### src/rtl/demux_1a2.sv
// -----------------------------------------------------------------------------
// demux_1a2 : byte-interleaved 1:2 demultiplexer (receive side of the 2-lane PHY)
//
// Splits the single fast-clock stream from the 2:1 mux back into two lanes.
// Even slots carry lane 0 and odd slots carry lane 1. Everything runs on the
// rising edge of clk2f.
//
// Ports
//   clk2f        in   fast clock (2x lane rate)
//   reset        in   synchronous, active-high reset
//   data_in      in   [BW-1:0] interleaved data
//   valid_in     in   qualifies data_in for the current slot
//   data_out_0   out  [BW-1:0] lane 0 data, held while no new valid byte arrives
//   valid_out_0  out  lane 0 valid
//   data_out_1   out  [BW-1:0] lane 1 data, held while no new valid byte arrives
//   valid_out_1  out  lane 1 valid
//   lane_sel     out  owner of the current slot (0 = lane 0, 1 = lane 1)
//   pair_strobe  out  one-cycle pulse after each completed lane-0/lane-1 pair
//
// Build option
//   DEMUX_ALIGN_OUT_EN  When defined, lane 0 is parked in a holding register
//                       on its slot edge. Both lanes then update together on
//                       the odd-slot edge. When undefined, each lane updates
//                       on its own slot edge and no holding register exists.
// -----------------------------------------------------------------------------
module demux_1a2 #(
    parameter int BW = 8
) (
    input  logic          clk2f,
    input  logic          reset,
    input  logic [BW-1:0] data_in,
    input  logic          valid_in,
    output logic [BW-1:0] data_out_0,
    output logic          valid_out_0,
    output logic [BW-1:0] data_out_1,
    output logic          valid_out_1,
    output logic          lane_sel,
    output logic          pair_strobe
);

    // Slot tracking. The value seen during a cycle names the slot whose byte
    // is sampled at the end of that cycle.
    logic lane_sel_reg;
    logic pair_strobe_reg;

    always_ff @(posedge clk2f) begin
        if (reset) begin
            lane_sel_reg    <= 1'b0;
            pair_strobe_reg <= 1'b0;
        end else begin
            lane_sel_reg    <= ~lane_sel_reg;
            // The pulse follows every odd-slot edge, whatever the valids were.
            pair_strobe_reg <= lane_sel_reg;
        end
    end

    // Per-lane source selection: the byte/valid each lane register takes
    // and the edge on which it takes it.
    logic [BW-1:0] src_data  [2];
    logic          src_valid [2];
    logic          load      [2];

`ifdef DEMUX_ALIGN_OUT_EN
    // Lane 0 parks here on the even slot. The valid is kept with the byte so
    // the hold-if-invalid rule can still be applied on the odd-slot edge.
    logic [BW-1:0] hold_data_reg;
    logic          hold_valid_reg;

    always_ff @(posedge clk2f) begin
        if (reset) begin
            hold_data_reg  <= '0;
            hold_valid_reg <= 1'b0;
        end else if (!lane_sel_reg) begin
            hold_valid_reg <= valid_in;
            if (valid_in) begin
                hold_data_reg <= data_in;
            end
        end
    end

    always_comb begin
        src_data[0]  = hold_data_reg;
        src_valid[0] = hold_valid_reg;
        load[0]      = lane_sel_reg;
        src_data[1]  = data_in;
        src_valid[1] = valid_in;
        load[1]      = lane_sel_reg;
    end
`else
    always_comb begin
        src_data[0]  = data_in;
        src_valid[0] = valid_in;
        load[0]      = ~lane_sel_reg;
        src_data[1]  = data_in;
        src_valid[1] = valid_in;
        load[1]      = lane_sel_reg;
    end
`endif

    // Lane output registers. On a load edge the valid follows the source.
    // The data only moves when that source is valid, so an invalid byte
    // leaves the previous byte in place.
    for (genvar gi = 0; gi < 2; gi++) begin : g_lane
        logic [BW-1:0] data_reg;
        logic          valid_reg;

        always_ff @(posedge clk2f) begin
            if (reset) begin
                data_reg  <= '0;
                valid_reg <= 1'b0;
            end else if (load[gi]) begin
                valid_reg <= src_valid[gi];
                if (src_valid[gi]) begin
                    data_reg <= src_data[gi];
                end
            end
        end
    end

    assign data_out_0  = g_lane[0].data_reg;
    assign valid_out_0 = g_lane[0].valid_reg;
    assign data_out_1  = g_lane[1].data_reg;
    assign valid_out_1 = g_lane[1].valid_reg;
    assign lane_sel    = lane_sel_reg;
    assign pair_strobe = pair_strobe_reg;

endmodule
### config.mk
export PLATFORM = sky130hd
export DESIGN_NAME = demux_1a2
export DESIGN_NICKNAME = d
export VERILOG_FILES = /design/src/rtl/demux_1a2.sv
export SDC_FILE = /design/constraint.sdc
export NUM_CORES = 1
export LEC_CHECK = 0
export CAP_MARGIN = 20
export CORE_UTILIZATION = 38
export CTS_BUF_LIST = sky130_fd_sc_hd__clkbuf_16
export DETAILED_ROUTE_END_ITERATION = 16
export PLACE_DENSITY = 0.74
export SYNTH_ARGS = -nofsm -noshare
export SYNTH_HDL_FRONTEND = slang
export SYNTH_SLANG_ARGS = --single-unit
### constraint.sdc
create_clock -name clk2f -period 0.9 [get_ports clk2f]
set_input_delay 0.225 -clock clk2f [delete_from_list [all_inputs] [get_ports clk2f]]
set_output_delay 0.225 -clock clk2f [all_outputs]
set_load 0.02 [all_outputs]
==> impl_results.html <==
<table>
<tr><th>Metric</th><th>Value</th></tr>
<tr><th colspan="2">Logic synthesis</th></tr>
<tr><td>Number of storage elements in the synthesis netlist</td><td>20</td></tr>
<tr><td>Synthesized area per cell</td><td>~11 sq um</td></tr>
<tr><td>Syn Inst Count</td><td>76</td></tr>
<tr><td>Yosys top cell area share</td><td>between 40% and 50%</td></tr>
<tr><td>Fraction of the yosys area taken by sequential cells</td><td>49.23%</td></tr>
<tr><td>Synthesis warning total</td><td>0</td></tr>
<tr><td>Area of the mapped netlist</td><td>813.3 sq um</td></tr>
<tr><td>Library cell with the largest summed area after synthesis</td><td>sky130_fd_sc_hd__dfxtp_1</td></tr>
<tr><td>Mapped Nets</td><td>87</td></tr>
<tr><td>Synth area leaders</td><td>sky130_fd_sc_hd__dfxtp_1 49%, sky130_fd_sc_hd__nand2b_1 20%, sky130_fd_sc_hd__mux2i_1 20%</td></tr>
<tr><td>Number of distinct library cells after synthesis</td><td>12</td></tr>
<tr><th colspan="2">Place</th></tr>
<tr><td>Final HPWL from detailed placement</td><td>1.088 mm</td></tr>
<tr><td>Last weighted congestion value of the routability-driven placer</td><td>0.7134</td></tr>
<tr><td>Post-place setup slack</td><td>-0.3681 ns</td></tr>
<tr><td>Number of port buffers</td><td>30</td></tr>
<tr><td>Cell count after placement</td><td>135</td></tr>
<tr><th colspan="2">Detailed routing</th></tr>
<tr><td>DRC viols</td><td>0</td></tr>
<tr><td>Pre-antenna DRT Iters</td><td>4</td></tr>
<tr><td>Antenna Nets Post-Route</td><td>0</td></tr>
<tr><td>Via count</td><td>between 600 and 700</td></tr>
<tr><td>Drt total wl</td><td>about 1.7 mm</td></tr>
<tr><td>Iteration-0 DRC count of the detailed router</td><td>5</td></tr>
<tr><td>Drt wl/cell</td><td>11.46 um</td></tr>
<tr><td>Drt via density</td><td>roughly 4.3</td></tr>
<tr><th colspan="2">Clock network</th></tr>
<tr><td>Worst-skew pair later-pin latency</td><td>0.25 ns</td></tr>
<tr><td>Clock edge transition at the registers on the reported setup and hold paths</td><td>approximately 0.050 ns</td></tr>
<tr><td>CTS HTree Levels</td><td>1</td></tr>
<tr><td>CTS tree</td><td>yes</td></tr>
<tr><td>Num CTS Buffers</td><td>3</td></tr>
<tr><td>Number of buffers on the longest clock path</td><td>2</td></tr>
<tr><td>Clock net sink count</td><td>20</td></tr>
<tr><td>CTS root buf</td><td>sky130_fd_sc_hd__clkbuf_16</td></tr>
<tr><th colspan="2">Finish</th></tr>
<tr><td>Area growth from synthesis to layout</td><td>70.92%</td></tr>
<tr><td>Highest-count cells in the layout ignoring fill and taps</td><td>25 x sky130_fd_sc_hd__nand2b_1, 21 x sky130_fd_sc_hd__buf_6, 19 x sky130_fd_sc_hd__dfxtp_2</td></tr>
<tr><td>Net count reported at finish</td><td>approximately 130</td></tr>
<tr><td>Layout cell share with drive strength beyond 1</td><td>53.28%</td></tr>
<tr><td>Antenna Diode Count</td><td>0</td></tr>
<tr><td>Most common cell after layout, fill and taps aside</td><td>sky130_fd_sc_hd__nand2b_1</td></tr>
<tr><td>Fill cell total of the finished layout</td><td>132</td></tr>
<tr><td>Finished Layout Cells</td><td>149</td></tr>
<tr><th colspan="2">Critical path</th></tr>
<tr><td>Register-to-Register Setup Slack</td><td>-0.05 ns</td></tr>
<tr><td>Buffers and inverters on the worst path</td><td>1</td></tr>
<tr><td>WS Path Type</td><td>reg2out</td></tr>
<tr><td>Critical path arrival</td><td>roughly 0.74 ns</td></tr>
<tr><td>Largest stage delay, worst path</td><td>0.34 ns</td></tr>
<tr><td>Worst-path fanout max</td><td>2</td></tr>
<tr><td>Cell class contributing the biggest share of worst-path delay</td><td>flip-flops</td></tr>
<tr><td>Chain of cells forming the critical path</td><td>buf_2</td></tr>
<tr><td>Endpoint of the lowest-slack register-to-register path</td><td>data_out_0[3]$_SDFFE_PP0P_</td></tr>
<tr><td>Critical Path End Type</td><td>primary output</td></tr>
<tr><td>CP max stage cell</td><td>sky130_fd_sc_hd__dfxtp_4</td></tr>
<tr><td>Required time of the worst setup path</td><td>0.67 ns</td></tr>
<tr><td>Reg2Reg Launch Point</td><td>lane_sel$_SDFF_PP0_</td></tr>
<tr><td>Number of cells on the worst reg-to-reg path</td><td>4</td></tr>
<tr><td>Startpoint kind of the worst setup timing path</td><td>register</td></tr>
<tr><th colspan="2">Worst hold path</th></tr>
<tr><td>Min-Delay Startpoint</td><td>data_out_1[0]$_SDFFE_PP0P_</td></tr>
<tr><td>Endpoint of the worst hold path</td><td>data_out_1[0]$_SDFFE_PP0P_</td></tr>
<tr><td>Hold depth</td><td>2</td></tr>
<tr><td>Worst hold-check path type</td><td>reg2reg</td></tr>
<tr><th colspan="2">Global route</th></tr>
<tr><td>First-pass GRT wire length</td><td>2.339 mm</td></tr>
<tr><td>Maximum number of pins on one net before global-route repair</td><td>26</td></tr>
<tr><td>Initial antenna violation count</td><td>0</td></tr>
<tr><td>Total routing usage reported by global routing</td><td>15.27%</td></tr>
<tr><td>GRT overflow</td><td>0</td></tr>
<tr><td>Number of global-route vias before repair</td><td>571</td></tr>
<tr><th colspan="2">STA</th></tr>
<tr><td>Final setup vio count</td><td>34</td></tr>
<tr><td>Remaining max-slew budget at the tightest pin</td><td>between 80% and 90%</td></tr>
<tr><td>Crit path time final</td><td>0.9662 ns</td></tr>
<tr><td>Slew Limit Fails</td><td>0</td></tr>
<tr><td>Setup repair after global routing missed its margin</td><td>yes</td></tr>
<tr><td>Maximum clock frequency</td><td>1035 MHz</td></tr>
<tr><td>Final critical-path share of the clock period</td><td>107.4%</td></tr>
<tr><td>Sum of negative setup slack</td><td>-0.9460 ns</td></tr>
<tr><td>Max Clock Skew</td><td>0.002833 ns</td></tr>
<tr><td>Transition time at the pin with the least slew margin</td><td>0.2038 ns</td></tr>
<tr><td>Final Hold Vio Count</td><td>0</td></tr>
<tr><td>Fin Hold WS</td><td>0.4844 ns</td></tr>
<tr><td>Smallest setup slack after layout</td><td>-0.06624 ns</td></tr>
<tr><th colspan="2">Power</th></tr>
<tr><td>Total power per unit cell area</td><td>1664 nW/um^2</td></tr>
<tr><td>Max VDD drop</td><td>0.9710 mV</td></tr>
<tr><td>Post-layout total power</td><td>2.313 mW</td></tr>
<tr><td>Static Leakage</td><td>0.6390 nW</td></tr>
<tr><th colspan="2">Die</th></tr>
<tr><td>Initial cell density of the core</td><td>41.04%</td></tr>
<tr><td>Full die area</td><td>2329 sq um</td></tr>
<tr><td>I/O pin cnt</td><td>31</td></tr>
<tr><td>Std-Cell Rows</td><td>16</td></tr>
<tr><td>Die span in x</td><td>approximately 48 um</td></tr>
<tr><td>Core Area</td><td>1982 sq um</td></tr>
<tr><td>Die Y-Extent</td><td>48.26 um</td></tr>
<tr><th colspan="2">Outcome</th></tr>
<tr><td>Failing checks</td><td>setup timing</td></tr>
<tr><td>Result of the run</td><td>finished, violations left</td></tr>
<tr><th colspan="2">Job</th></tr>
<tr><td>Count of maximum capacitance violations</td><td>0</td></tr>
</table>
-- area by class of cell --
class,instances,area [sq um],share of cell area (%)
multi-input combinational,50,377.9,27.18
sequential,20,427.9,30.78
clock inverter,1,3.754,0.2700
clock buffer,3,75.07,5.401
tap,27,33.78,2.430
timing repair buffer,48,471.7,33.93
-- synth_stat cells --
cell type,count
sky130_fd_sc_hd__buf_4,1
sky130_fd_sc_hd__mux2i_1,16
sky130_fd_sc_hd__a21oi_1,2
sky130_fd_sc_hd__buf_6,2
sky130_fd_sc_hd__and2_4,1
sky130_fd_sc_hd__nand2b_1,26
sky130_fd_sc_hd__buf_2,3
sky130_fd_sc_hd__nor2_1,1
sky130_fd_sc_hd__dfxtp_1,20
sky130_fd_sc_hd__nand2_2,1
sky130_fd_sc_hd__nor2b_1,2
sky130_fd_sc_hd__nand2_1,1
-- worst max path at each step --
| stage | startpoint | to | slack (ns) | depth (start not counted) |
|---|---|---|---|---|
| after CTS | lane_sel$_SDFF_PP0_ | data_out_0[3]$_SDFFE_PP0P_ | -0.11 | 4 |
| after floorplan | lane_sel$_SDFF_PP0_ | data_out_0[0]$_SDFFE_PP0P_ | -0.05 | 4 |
| after global placement | valid_in | data_out_0[4]$_SDFFE_PP0P_ | -0.38 | 4 |
| after detailed placement | valid_in | data_out_0[5]$_SDFFE_PP0P_ | -0.37 | 4 |
| after global routing | lane_sel$_SDFF_PP0_ | data_out_0[0]$_SDFFE_PP0P_ | -0.13 | 4 |
| final | lane_sel$_SDFF_PP0_ | lane_sel | -0.07 | 1 |
-- kinds of logic (layout without fill, tap and decap cells) --
kind of cell	after synthesis	after routing	share of synthesized area (%)
and+or+nand+nor	32	32	24.31
DFF	20	20	49.23
muxes	16	16	19.69
buffers and inverters	6	52	5.538
AOI/OAI and AO/OA	2	2	1.231
-- where the power goes --
| part | internal [mW] | total [mW] | switching (mW) |
|---|---|---|---|
| Sequential | 0.945 | 0.978 | 0.0330 |
| Clock | 0.592 | 0.914 | 0.322 |
| Combinational | 0.250 | 0.421 | 0.171 |
| Total | 1.79 | 2.31 | 0.526 |
-- timing repair --
action                                  CTS  global route
setup buffers                             4             6
endpoints found under the hold margin     0             0
resized for setup                       140             4
endpoints found under the setup margin   40            35
hold buffers                              0             0
-- per-layer routing --
| layer | track usage, % | vias to the layer above | wire length, um |
|---|---|---|---|
| met1 | 18.88 | 289 | 710 |
| met3 | 3.333 | 6 | 63 |
| met5 | 0 | - | 0 |
| met2 | 22.93 | 17 | 871 |
| li1 | - | 336 | - |
| met4 | 11.67 | 0 | 61 |
-- per-stage QoR --
stage                     cell area (sq um)  utilization (%)
after floorplan                       817.0                -
after global placement                 1179            59.47
after detailed placement               1179            59.47
after CTS                              1333            67.23
after global routing                   1390            70.14
final                                  1390            70.14
Note: power is estimated with default switching activity, not from simulation.
